`src/rtl/io_uart_tx_engine_pkg.sv`:
```
// UART definitions shared by the transmitter and the future receiver:
// FSM state codes, data-length encoding and small frame helpers.
package io_uart_tx_engine_pkg;

  localparam logic [2:0] ST_IDLE   = 3'd0;
  localparam logic [2:0] ST_START  = 3'd1;
  localparam logic [2:0] ST_DATA   = 3'd2;
  localparam logic [2:0] ST_PARITY = 3'd3;
  localparam logic [2:0] ST_STOP   = 3'd4;

  localparam logic [1:0] BITS_5 = 2'b00;
  localparam logic [1:0] BITS_6 = 2'b01;
  localparam logic [1:0] BITS_7 = 2'b10;
  localparam logic [1:0] BITS_8 = 2'b11;

  localparam int unsigned BITS_BASE = 5;

  // Index of the last data bit sent for a given length code (4..7).
  function automatic logic [2:0] last_bit_idx(input logic [1:0] bits);
    return 3'(BITS_BASE - 1) + {1'b0, bits};
  endfunction

  // Even parity over only the bits that will actually be transmitted.
  function automatic logic even_parity(input logic [7:0] data, input logic [1:0] bits);
    logic [7:0] mask;
    mask = 8'hFF >> (BITS_8 - bits);
    return ^(data & mask);
  endfunction

endpackage

```
`src/rtl/io_uart_tx_engine_baud_cnt.sv`:
```
// Baud-period counter: counts 0..div_i and pulses tick_o on the last cycle
// of each bit period. Shared with the receiver.
module io_uart_baud_cnt #(
  parameter int DIV_WIDTH = 16
) (
  input  logic                 clk_i,
  input  logic                 rstn_i,
  input  logic                 clr_i,
  input  logic [DIV_WIDTH-1:0] div_i,
  output logic                 tick_o
);

  logic [DIV_WIDTH-1:0] cnt_q;

  assign tick_o = (cnt_q == div_i);

  always_ff @(posedge clk_i or negedge rstn_i) begin
    if (!rstn_i) begin
      cnt_q <= '0;
    end else if (clr_i || tick_o) begin
      cnt_q <= '0;
    end else begin
      cnt_q <= cnt_q + DIV_WIDTH'(1);
    end
  end

endmodule

```
`src/rtl/io_uart_tx_engine.sv`:
```
// UART transmit serialiser: pops a byte from the TX FIFO and shifts out
// start, 5-8 data bits LSB first, optional even parity and 1-2 stop bits.
module io_uart_tx_engine
  import io_uart_tx_engine_pkg::*;
#(
  parameter int DIV_WIDTH = 16
) (
  input  logic                 clk_i,
  input  logic                 rstn_i,
  input  logic                 cfg_en_i,
  input  logic [DIV_WIDTH-1:0] cfg_div_i,
  input  logic [1:0]           cfg_bits_i,
  input  logic                 cfg_parity_en_i,
  input  logic                 cfg_stop_bits_i,
  input  logic [7:0]           tx_data_i,
  input  logic                 tx_valid_i,
  output logic                 tx_ready_o,
  output logic                 tx_o,
  output logic                 busy_o
);

  logic [2:0]           state_q;
  logic                 tx_q;
  logic [7:0]           shift_q;
  logic [2:0]           bit_cnt_q;
  logic                 stop_cnt_q;
  logic [DIV_WIDTH-1:0] div_q;
  logic [1:0]           bits_q;
  logic                 par_en_q;
  logic                 stop2_q;
  logic                 par_q;
  logic                 tick;
  logic                 accept;

  // Ready is forced low while reset is held so the FIFO never pops into a dead engine.
  assign tx_ready_o = rstn_i && (state_q == ST_IDLE) && cfg_en_i;
  assign accept     = tx_ready_o && tx_valid_i;
  assign busy_o     = (state_q != ST_IDLE);
  assign tx_o       = tx_q;

  io_uart_baud_cnt #(
    .DIV_WIDTH (DIV_WIDTH)
  ) u_baud_cnt (
    .clk_i  (clk_i),
    .rstn_i (rstn_i),
    .clr_i  (state_q == ST_IDLE),
    .div_i  (div_q),
    .tick_o (tick)
  );

  // tx_q is loaded with the level of the state being entered, so the line
  // changes on the same edge as the state and stays glitch-free.
  always_ff @(posedge clk_i or negedge rstn_i) begin
    if (!rstn_i) begin
      state_q    <= ST_IDLE;
      tx_q       <= 1'b1;
      shift_q    <= '0;
      bit_cnt_q  <= '0;
      stop_cnt_q <= 1'b0;
      div_q      <= '0;
      bits_q     <= BITS_5;
      par_en_q   <= 1'b0;
      stop2_q    <= 1'b0;
      par_q      <= 1'b0;
    end else begin
      case (state_q)
        ST_IDLE: begin
          if (accept) begin
            state_q   <= ST_START;
            tx_q      <= 1'b0;
            shift_q   <= tx_data_i;
            bit_cnt_q <= '0;
            div_q     <= cfg_div_i;
            bits_q    <= cfg_bits_i;
            par_en_q  <= cfg_parity_en_i;
            stop2_q   <= cfg_stop_bits_i;
            par_q     <= even_parity(tx_data_i, cfg_bits_i);
          end
        end
        ST_START: begin
          if (tick) begin
            state_q   <= ST_DATA;
            tx_q      <= shift_q[0];
            bit_cnt_q <= '0;
          end
        end
        ST_DATA: begin
          if (tick) begin
            if (bit_cnt_q == last_bit_idx(bits_q)) begin
              if (par_en_q) begin
                state_q <= ST_PARITY;
                tx_q    <= par_q;
              end else begin
                state_q    <= ST_STOP;
                tx_q       <= 1'b1;
                stop_cnt_q <= 1'b0;
              end
            end else begin
              shift_q   <= shift_q >> 1;
              tx_q      <= shift_q[1];
              bit_cnt_q <= bit_cnt_q + 3'd1;
            end
          end
        end
        ST_PARITY: begin
          if (tick) begin
            state_q    <= ST_STOP;
            tx_q       <= 1'b1;
            stop_cnt_q <= 1'b0;
          end
        end
        ST_STOP: begin
          if (tick) begin
            if (stop_cnt_q == stop2_q) begin
              state_q <= ST_IDLE;
            end else begin
              stop_cnt_q <= 1'b1;
            end
          end
        end
        default: begin
          state_q <= ST_IDLE;
          tx_q    <= 1'b1;
        end
      endcase
    end
  end

endmodule
```
`config.mk`:
```
export PLATFORM = sky130hd
export DESIGN_NAME = io_uart_tx_engine
export DESIGN_NICKNAME = d
export VERILOG_FILES = /design/src/rtl/io_uart_tx_engine_pkg.sv /design/src/rtl/io_uart_tx_engine_baud_cnt.sv /design/src/rtl/io_uart_tx_engine.sv
export SDC_FILE = /design/constraint.sdc
export NUM_CORES = 1
export LEC_CHECK = 0
export CAP_MARGIN = 30
export CELL_PAD_IN_SITES_DETAIL_PLACEMENT = 1
export CELL_PAD_IN_SITES_GLOBAL_PLACEMENT = 2
export CORE_ASPECT_RATIO = 1.75
export CORE_MARGIN = 4
export CORE_UTILIZATION = 25
export DETAILED_ROUTE_END_ITERATION = 8
export GPL_ROUTABILITY_DRIVEN = 0
export HOLD_SLACK_MARGIN = 0.03
export MAX_ROUTING_LAYER = met4
export PLACE_DENSITY_LB_ADDON = 0.1
export SYNTH_ARGS = -nofsm -noshare
export SYNTH_HDL_FRONTEND = slang
export SYNTH_SLANG_ARGS = --single-unit
```
`constraint.sdc`:
```
create_clock -name clk_i -period 5.6 [get_ports clk_i]
set_input_delay 1.12 -clock clk_i [delete_from_list [all_inputs] [get_ports clk_i]]
set_output_delay 1.12 -clock clk_i [all_outputs]
set_load 0.005 [all_outputs]
```
==> run metrics, run 1 <==
skew final 6.62 ps; Hold Path Sink div_q[11]; Clk pin slew, worst setup/hold paths ~70 ps; Syn. warnings 0; post-layout util ~31%; number of diodes 0; Starting Density 25.4%; Top Family by Delay on Critical Path buffers and inverters; H-tree depth 2; arrival time at the worst endpoint between 2000 and 2500 ps; # clock sinks 53; CP most frequent cell clkdlybuf4s50_1; vias per std cell 4.59; gr ovfl total 0; post-DP HPWL 5510 µm; Worst-Skew Late Latency 290 ps; Slew @ Worst Pin 723 ps; cell count after synthesis 296; mean area per synthesized cell 9.19 µm²; area of the core 0.0107 mm²; Tot Pwr 1.34 mW; headroom to the max-slew limit 51.8%; number of flops mapped to enable cells by yosys 0; LEAKAGE 1.54 nW; worst vdd ir about 0.00015 V; Area Growth Syn to Fin 22.9%; routed vias 2102; Sum Neg Setup Slack 0 ps; sequential share of the synthesized area 48.8%; deepest clock path buffer count 2; postcts setup bufs 0; count of different cell masters after synthesis 41; post-synthesis compound-gate area fraction 6.81%; critical path required time 4480 ps; site row count 50; # hold bufs at CTS 0; Setup CP Type input pin to output pin; commonest non-fill, non-tap cell in the layout nand2_1; cells resized by post-CTS repair 0; fin crit period 3360 ps; ys async rst share 100%; Cells on Worst Hold Path 2; Slew Limit Fails 0; slowest CP cell clkdlybuf4s50_1; Synth top area share a little under half; Max stage delay on crit path around 500 ps; GR Util All Layers 12.7%; first-pass GRT wire length 12000 µm; status finished clean; TritonCTS clock tree built; clock root buffer clkbuf_16; CP startpoint kind input pin; final-report setup violation count 0; post-synthesis adder-cell area fraction 0.920%; total of max-cap violations 0; Tcrit/Tclk final 60.0%; CP Max Fanout 2; min-delay worst type register to register; Worst setup EP type output pin; Die Ht 146 µm; commonest non-fill, non-tap cells in the layout nand2_1 (89), dfrtp_1 (52), clkdlybuf4s50_1 (33); worst r2r src u_baud_cnt.cnt_q[7]; CP Buf/Inv Count 2; CTS Buf Count 5; r2r endpoint shift_q[1]; RSZ-0062 raised after global routing false; Worst R2R Setup Slack 2770 ps; drt drc 0; Die Wd 86.9 µm; mux cell area share after synthesis 3.82%; port bufs 34; Post-Synth Simple-Gate Area a little under a quarter; DR pass1 iterations 4; Nets 361; HP Start div_q[11]; main combinational cell family by area after synthesis simple AND/OR/NAND/NOR gates; DRT iter0 DRCs 47; number of routed nets with antenna violations 0; Synth area leaders dfrtp_1 (48%), nand2_1 (12%), xor2_1 (8.4%); total wire length 7250 µm; Max Clk Rate between 200 and 300 MHz; initial antenna violation count 0; fraction of layout instances using a drive strength above 1 7.93%; Fin. Hold Viols 0; power density over the cells between 300 and 400 mW/mm²; full die area approximately 0.013 mm²; r2r worst-path depth 5; ys flop type dfrtp_1; WL/cell 15.8 µm; post-synth top area cell dfrtp_1; Syn Std Cell Area 0.00272 mm²; post-synthesis xor/xnor area fraction between 10% and 20%; Synthesized Nets 330; pin count of the biggest net entering global routing 54; cell chain of the critical path clkdlybuf4s50_1 -> nand2_1 -> nor2_1 -> clkdlybuf4s50_1; I/O pins 35; vias in the first global route 2308; Yosys reg bits between 50 and 60
report_power, final:
group | total [mW] | internal, mW | switching [mW]
Sequential | 0.626 | 0.509 | 0.117
Clock | 0.331 | 0.190 | 0.141
Combinational | 0.378 | 0.186 | 0.192
Total | 1.34 | 0.885 | 0.450
Yosys cell counts (all sizes together) (2+ instances only):
cell,count
xnor2,15
mux2,8
clkbuf,10
or3b,2
nor2,26
nand3b,2
o21a,3
nor4,4
buf,3
ha,2
inv,3
dfrtp,52
nand4,5
o31ai,2
nand2b,2
nand2,89
a21oi,3
nand3,5
xor2,26
and3,5
o21ai,11
nor3b,3
per-layer routing:
layer / vias to the layer above / GRT usage [%] / routed length, µm
met5: - / - / 0
met4: 0 / 4.21 / 117
met3: 6 / 1.87 / 136
met2: 17 / 24.0 / 4400
met1: 1053 / 12.7 / 2600
li1: 1026 / - / -
area by class of cell:
| type | count | area, µm² |
|---|---|---|
| Clock inverter | 1 | 5.00 |
| Clock buffer | 7 | 153 |
| Timing Repair Buffer | 37 | 365 |
| Multi-Input combinational cell | 227 | 1320 |
| Inverter | 3 | 11.3 |
| Sequential cell | 53 | 1330 |
| Fill cell | 1266 | 7350 |
| Tap cell | 130 | 163 |
logic make-up after synthesis:
logic type | count (synthesis)
AND/OR/NAND/NOR | 147
flip-flops | 53
XOR/XNOR | 41
AO/OA/AOI/OAI | 28
buffers and inverters | 16
multiplexers | 9
adder cells (fa/ha/maj) | 2
per-stage QoR:
stage          worst slack (ps)  cells  area [µm²]  hold WS [ps]
2_1_floorplan              3230    296        2720           440
3_3_place_gp               2230    449        3170           485
3_5_place_dp               2230    450        3190           488
4_1_cts                    2230    458        3340           506
5_1_grt                    2210    458        3340           530
6_report                   2240    458        3340           497
flip-flops by register name, summed over array words and instances, names as in the netlist, 2 cells and up:
register / flops
div_q: 16
u_baud_cnt.cnt_q: 16
shift_q: 8
bit_cnt_q: 3
state_q: 3
bits_q: 2
worst max path at each step:
| stage | start | endpoint | slack [ps] | cells after the start |
|---|---|---|---|---|
| 2_1_floorplan | cfg_en_i | tx_ready_o | 3230 | 2 |
| 5_1_grt | cfg_en_i | tx_ready_o | 2210 | 4 |
| 6_report | cfg_en_i | tx_ready_o | 2240 | 4 |
| 4_1_cts | cfg_en_i | tx_ready_o | 2230 | 4 |
| 3_3_place_gp | cfg_en_i | shift_q[0] | 2230 | 5 |
| 3_5_place_dp | cfg_en_i | tx_ready_o | 2230 | 4 |
worst register-to-register path, delay by kind of cell (launching register included):
| family | cells | cell delay [ps] |
|---|---|---|
| AO/OA/AOI/OAI | 1 | 640 |
| flip-flops | 1 | 440 |
| XOR/XNOR | 1 | 190 |
| AND/OR/NAND/NOR | 2 | 1070 |
| multiplexers | 1 | 390 |
Power figures use the tool's default switching activity.
==> inputs of run 2 (changes only) <==
- clock period: 5.6 -> 2.9 ns (I/O delays scaled with it)
==> run 2 against run 1 <==
Final area grew 0.67%. Register-to-register slack lost 2200 ps. Combinational power rose by 100%. Worst setup slack worse by 1900 ps. Clock power grew 93%. Wire length up 2.1%. Core utilization grew 0.21 points. Power increased by 93%. Clock skew fell by 1.3 ps. Sequential share of layout area down 0.27 points. Critical path type is now register to output pin.
==> run metrics, run 2 (same netlist as run 1, synthesis figures left out) <==
status finished clean; power density over the cells 767 mW/mm²; area of the multi-input gates 0.00132 mm²; CTS Buf Count 5; Nets 365; I/O pins 35; site row count 50; initial antenna violation count 0; area of the core approximately 0.011 mm²; Die Wd 86.9 µm; deepest clock path buffer count 2; Hold Worst Slack 463 ps; total of max-cap violations 0; headroom to the max-slew limit between 50% and 60%; first-pass GRT wire length about 13000 µm; metal3 WL 152 µm; full die area 0.0127 mm²; port bufs 34; pin count of the biggest net entering global routing 54; Worst setup EP type output pin; Setup CP Type register to output pin; WL/cell 16.0 µm; critical path required time between 2000 and 2500 ps; arrival time at the worst endpoint 2000 ps; Area Growth Syn to Fin 23.7%; Fin. Hold Viols 0; TritonCTS clock tree built; Post-DP Area 0.00321 mm²; Die Ht 146 µm; combinational group share of total power 29.3%; cells resized by post-CTS repair 0; fraction of layout instances using a drive strength above 1 between 9 and 10%; final cell count without fillers 462; DRT iter0 DRCs 41; routed vias 2092; # hold bufs at CTS 0; Int Power 1.72 mW; post-layout util a little under a third; fin crit period 2580 ps; vias in the first global route 2470; DR pass1 iterations 3; met1 wire length 2690 µm; number of diodes 0; Tot Pwr 2.58 mW; Layout fillers approximately 1.2k; postcts setup bufs 0; LEAKAGE 1.55 nW; Slew Limit Fails 0; total wire length approximately 7400 µm; post-DP HPWL 5480 µm; min-delay worst type input pin to async pin; GR Util All Layers 13.3%; commonest non-fill, non-tap cell in the layout nand2_1; drt drc 0; clock root buffer clkbuf_16; CP Max Fanout 13; skew final 5.34 ps; CP startpoint kind register; Slew @ Worst Pin 715 ps; Clk pin slew, worst setup/hold paths 70 ps; Starting Density approximately 25%; WL met2 ~4400 µm; Non-Filler Cell Area, Final 0.00337 mm²; dpl ws 480 ps; Worst-Skew Late Latency between 200 and 300 ps; P_sw ~0.86 mW; largest registers div_q (16), u_baud_cnt.cnt_q (16), shift_q (8); RSZ-0062 raised after global routing false; Sum Neg Setup Slack 0 ps; worst r2r src state_q[1]; # placed instances about 450; Max Clk Rate ~390 MHz; gr ovfl total 0; FF+latch area 0.00133 mm²; # clock sinks 53; Net Sw Frac 33.3%; top sig layer met4; r2r worst-path depth 4; number of routed nets with antenna violations 0; clock share of power about 25%; worst vdd ir between 0.0003 and 0.0004 V; r2r endpoint bit_cnt_q[0]; Flop pwr share 46.0%; Tcrit/Tclk final 88.9%; commonest non-fill, non-tap cells in the layout nand2_1 (89), dfrtp_1 (52), clkdlybuf4s50_1 (33); vias per std cell 4.53; final worst slack 323 ps; Worst R2R Setup Slack 570 ps; H-tree depth 2; final-report setup violation count 0
==> run 2: changes by cell type in the layout (fill, tap and decap cells not counted) <==
| cell | before | now |
|---|---|---|
| buf_8 | 1 | 0 |
| buf_4 | 2 | 7 |
==> run 2: layout make-up <==
type / instances / area share, %
Sequential cell: 53 / 39.4
Timing Repair Buffer: 41 / 11.5
Inverter: 3 / 0.335
Clock inverter: 1 / 0.149
Tap cell: 130 / 4.83
Clock buffer: 7 / 4.54
Multi-Input combinational cell: 227 / 39.2
==> run 2: power groups by stage <==
stage               Clock, mW  Combinational [mW]  Sequential [mW]
floorplan                   0               0.567             1.13
global placement            0               0.772             1.21
detailed placement          0               0.781             1.21
CTS                     0.675               0.787             1.20
global route            0.699               0.893             1.23
finish                  0.640               0.755             1.19
==> run 2: critical path, stage by stage (launching register included) <==
cell and delay, ps:
dfrtp_1 520, or3_1 520, nor2_1 140, clkdlybuf4s50_1 520
==> run 2: worst max-delay path by stage <==
stage | endpoint | slack [ps] | start | cells past startpoint
finish | tx_ready_o | 320 | state_q[1] | 3
global route | tx_ready_o | 230 | state_q[1] | 3
CTS | tx_ready_o | 270 | state_q[1] | 3
detailed placement | bit_cnt_q[0] | 480 | cfg_en_i | 5
global placement | bit_cnt_q[0] | 510 | cfg_en_i | 5
floorplan | bit_cnt_q[0] | 840 | state_q[2] | 7
==> run 2: routing by layer <==
| metal | GRT usage, % | vias to the layer above |
|---|---|---|
| met5 | - | - |
| met4 | 4.52 | 0 |
| met3 | 1.93 | 8 |
| met2 | 25.2 | 20 |
| met1 | 13.3 | 1024 |
| li1 | - | 1040 |
==> inputs of run 3 (changes only) <==
- CORE_UTILIZATION: 25 -> 31
- GPL_TIMING_DRIVEN: unset -> 0
==> run 3 against run 2 <==
Hold slack got worse by 150 ps. Sequential power about the same. Die area decreased by 18%. Highest routed layer unchanged. First-iteration DRC count increased by 32%. Critical path type is now input pin to output pin. Clock skew decreased by 0.50 ps.
==> run metrics, run 3 (same netlist as run 1, synthesis figures left out) <==
deepest clock path buffer count 2; arrival time at the worst endpoint 2060 ps; drt drc 0; Die Wd 78.8 µm; number of routed nets with antenna violations 0; area of the multi-input gates 0.00132 mm²; FF+latch area ~0.0013 mm²; largest registers div_q (16), u_baud_cnt.cnt_q (16), shift_q (8); Post-DP Area 0.00322 mm²; power density over the cells 787 mW/mm²; slowest CP cell buf_2; DRT iter0 DRCs 54; Slew Limit Fails 0; vias in the first global route 2426; Non-Filler Cell Area, Final 0.00340 mm²; Fin. Hold Viols 0; skew final just under 5 ps; Clk pin slew, worst setup/hold paths 70 ps; # clock sinks 53; Setup CP Type input pin to output pin; cell chain of the critical path buf_2 -> buf_12 -> nand2_1 -> nor2_1 -> clkdlybuf4s50_1; LEAKAGE 1.56 nW; Slew @ Worst Pin 675 ps; clock root buffer clkbuf_16; final-report setup violation count 0; min-delay worst type input pin to async pin; worst vdd ir 0.000300 V; total wire length 7180 µm; vias per std cell approximately 4.8; Top Family by Delay on Critical Path buffers and inverters; first-pass GRT wire length ~12000 µm; total of max-cap violations 0; initial antenna violation count 0; DR pass1 iterations 4; Max Clk Rate 378 MHz; area of the core 0.00861 mm²; commonest non-fill, non-tap cell in the layout nand2_1; Max stage delay on crit path 520 ps; fraction of layout instances using a drive strength above 1 7.67%; commonest non-fill, non-tap cells in the layout nand2_1 (89), dfrtp_1 (52), clkdlybuf4s50_1 (33); Tcrit/Tclk final 91.2%; Layout fillers 1007; headroom to the max-slew limit 54.8%; pin count of the biggest net entering global routing 29; RSZ-0062 raised after global routing false; Nets 372; post-DP HPWL about 5600 µm; fin crit period 2640 ps; Area Growth Syn to Fin 24.9%; WL/cell 15.8 µm; routed vias about 2.2k; Die Ht 132 µm; CP Buf/Inv Count 3; status finished clean; full die area just over 0.01 mm²; I/O pins 35; gr ovfl total 0; GR Util All Layers 15.6%; TritonCTS clock tree built; CP Max Fanout 28; site row count 45; postcts setup bufs 0; # hold bufs at CTS 0; H-tree depth 2; Starting Density 31.6%; Worst-Skew Late Latency 290 ps; port bufs 34; Worst setup EP type output pin; critical path required time 2320 ps; Tot Pwr 2.67 mW; CTS Buf Count 5; cells resized by post-CTS repair 0; CP startpoint kind input pin; number of diodes 0
[run 3: layout make-up]
class                      count  share of cell area, %
sequential                    53                   39.1
multi-input combinational    227                   38.7
timing repair buffer          35                   10.5
tap                          117                   4.31
clock buffer                   6                   4.09
buffer                        13                   1.91
clock inverter                 2                   1.10
inverter                       3                  0.331
[run 3: worst reg2reg max path, cell delays in order, from the launching register on]
cell	delay, ps
dfrtp_1	460
xor2_1	200
nor4_1	440
nand4_1	390
nand2_1	350
clkbuf_1	470
nor2_1	110
[run 3: worst paths after layout]
path,endpoint,slack [ps],cells past startpoint,start
worst max-delay path,tx_ready_o,260,5,rstn_i
worst min-delay path,bits_q[0],320,1,rstn_i
worst max register to register,u_baud_cnt.cnt_q[6],360,6,u_baud_cnt.cnt_q[7]
worst min register to register,stop_cnt_q,500,1,stop_cnt_q
max in group asynchronous,u_baud_cnt.cnt_q[12],2000,2,rstn_i
min in group clk_i,stop_cnt_q,500,1,stop_cnt_q
[run 3: power breakdown]
group          internal [mW]  switching (mW)  leakage (nW)
logic                  0.377           0.424         0.800
registers              0.984           0.179         0.674
clock network          0.431           0.279        0.0831
[run 3: through the flow]
stage / std cells / setup slack [ps] / setup TNS (ps) / utilization, % / hold WS, ps
4_1_cts: 456 / 165 / 0 / 39.4 / 346
5_1_grt: 456 / 21.3 / 0 / 39.4 / 364
3_3_place_gp: 447 / -2010 / -95170 / 37.2 / 481
6_report: 456 / 257 / 0 / 39.4 / 318
2_1_floorplan: 296 / 842 / 0 / - / 284
3_5_place_dp: 448 / -138 / -689 / 37.4 / 487
[run 3: per-layer routing]
metal | routed length (µm) | global-route usage [%]
met2 | 4360 | 30.1
met3 | 148 | 2.26
met5 | 0 | -
met1 | 2530 | 15.3
met4 | 143 | 5.45
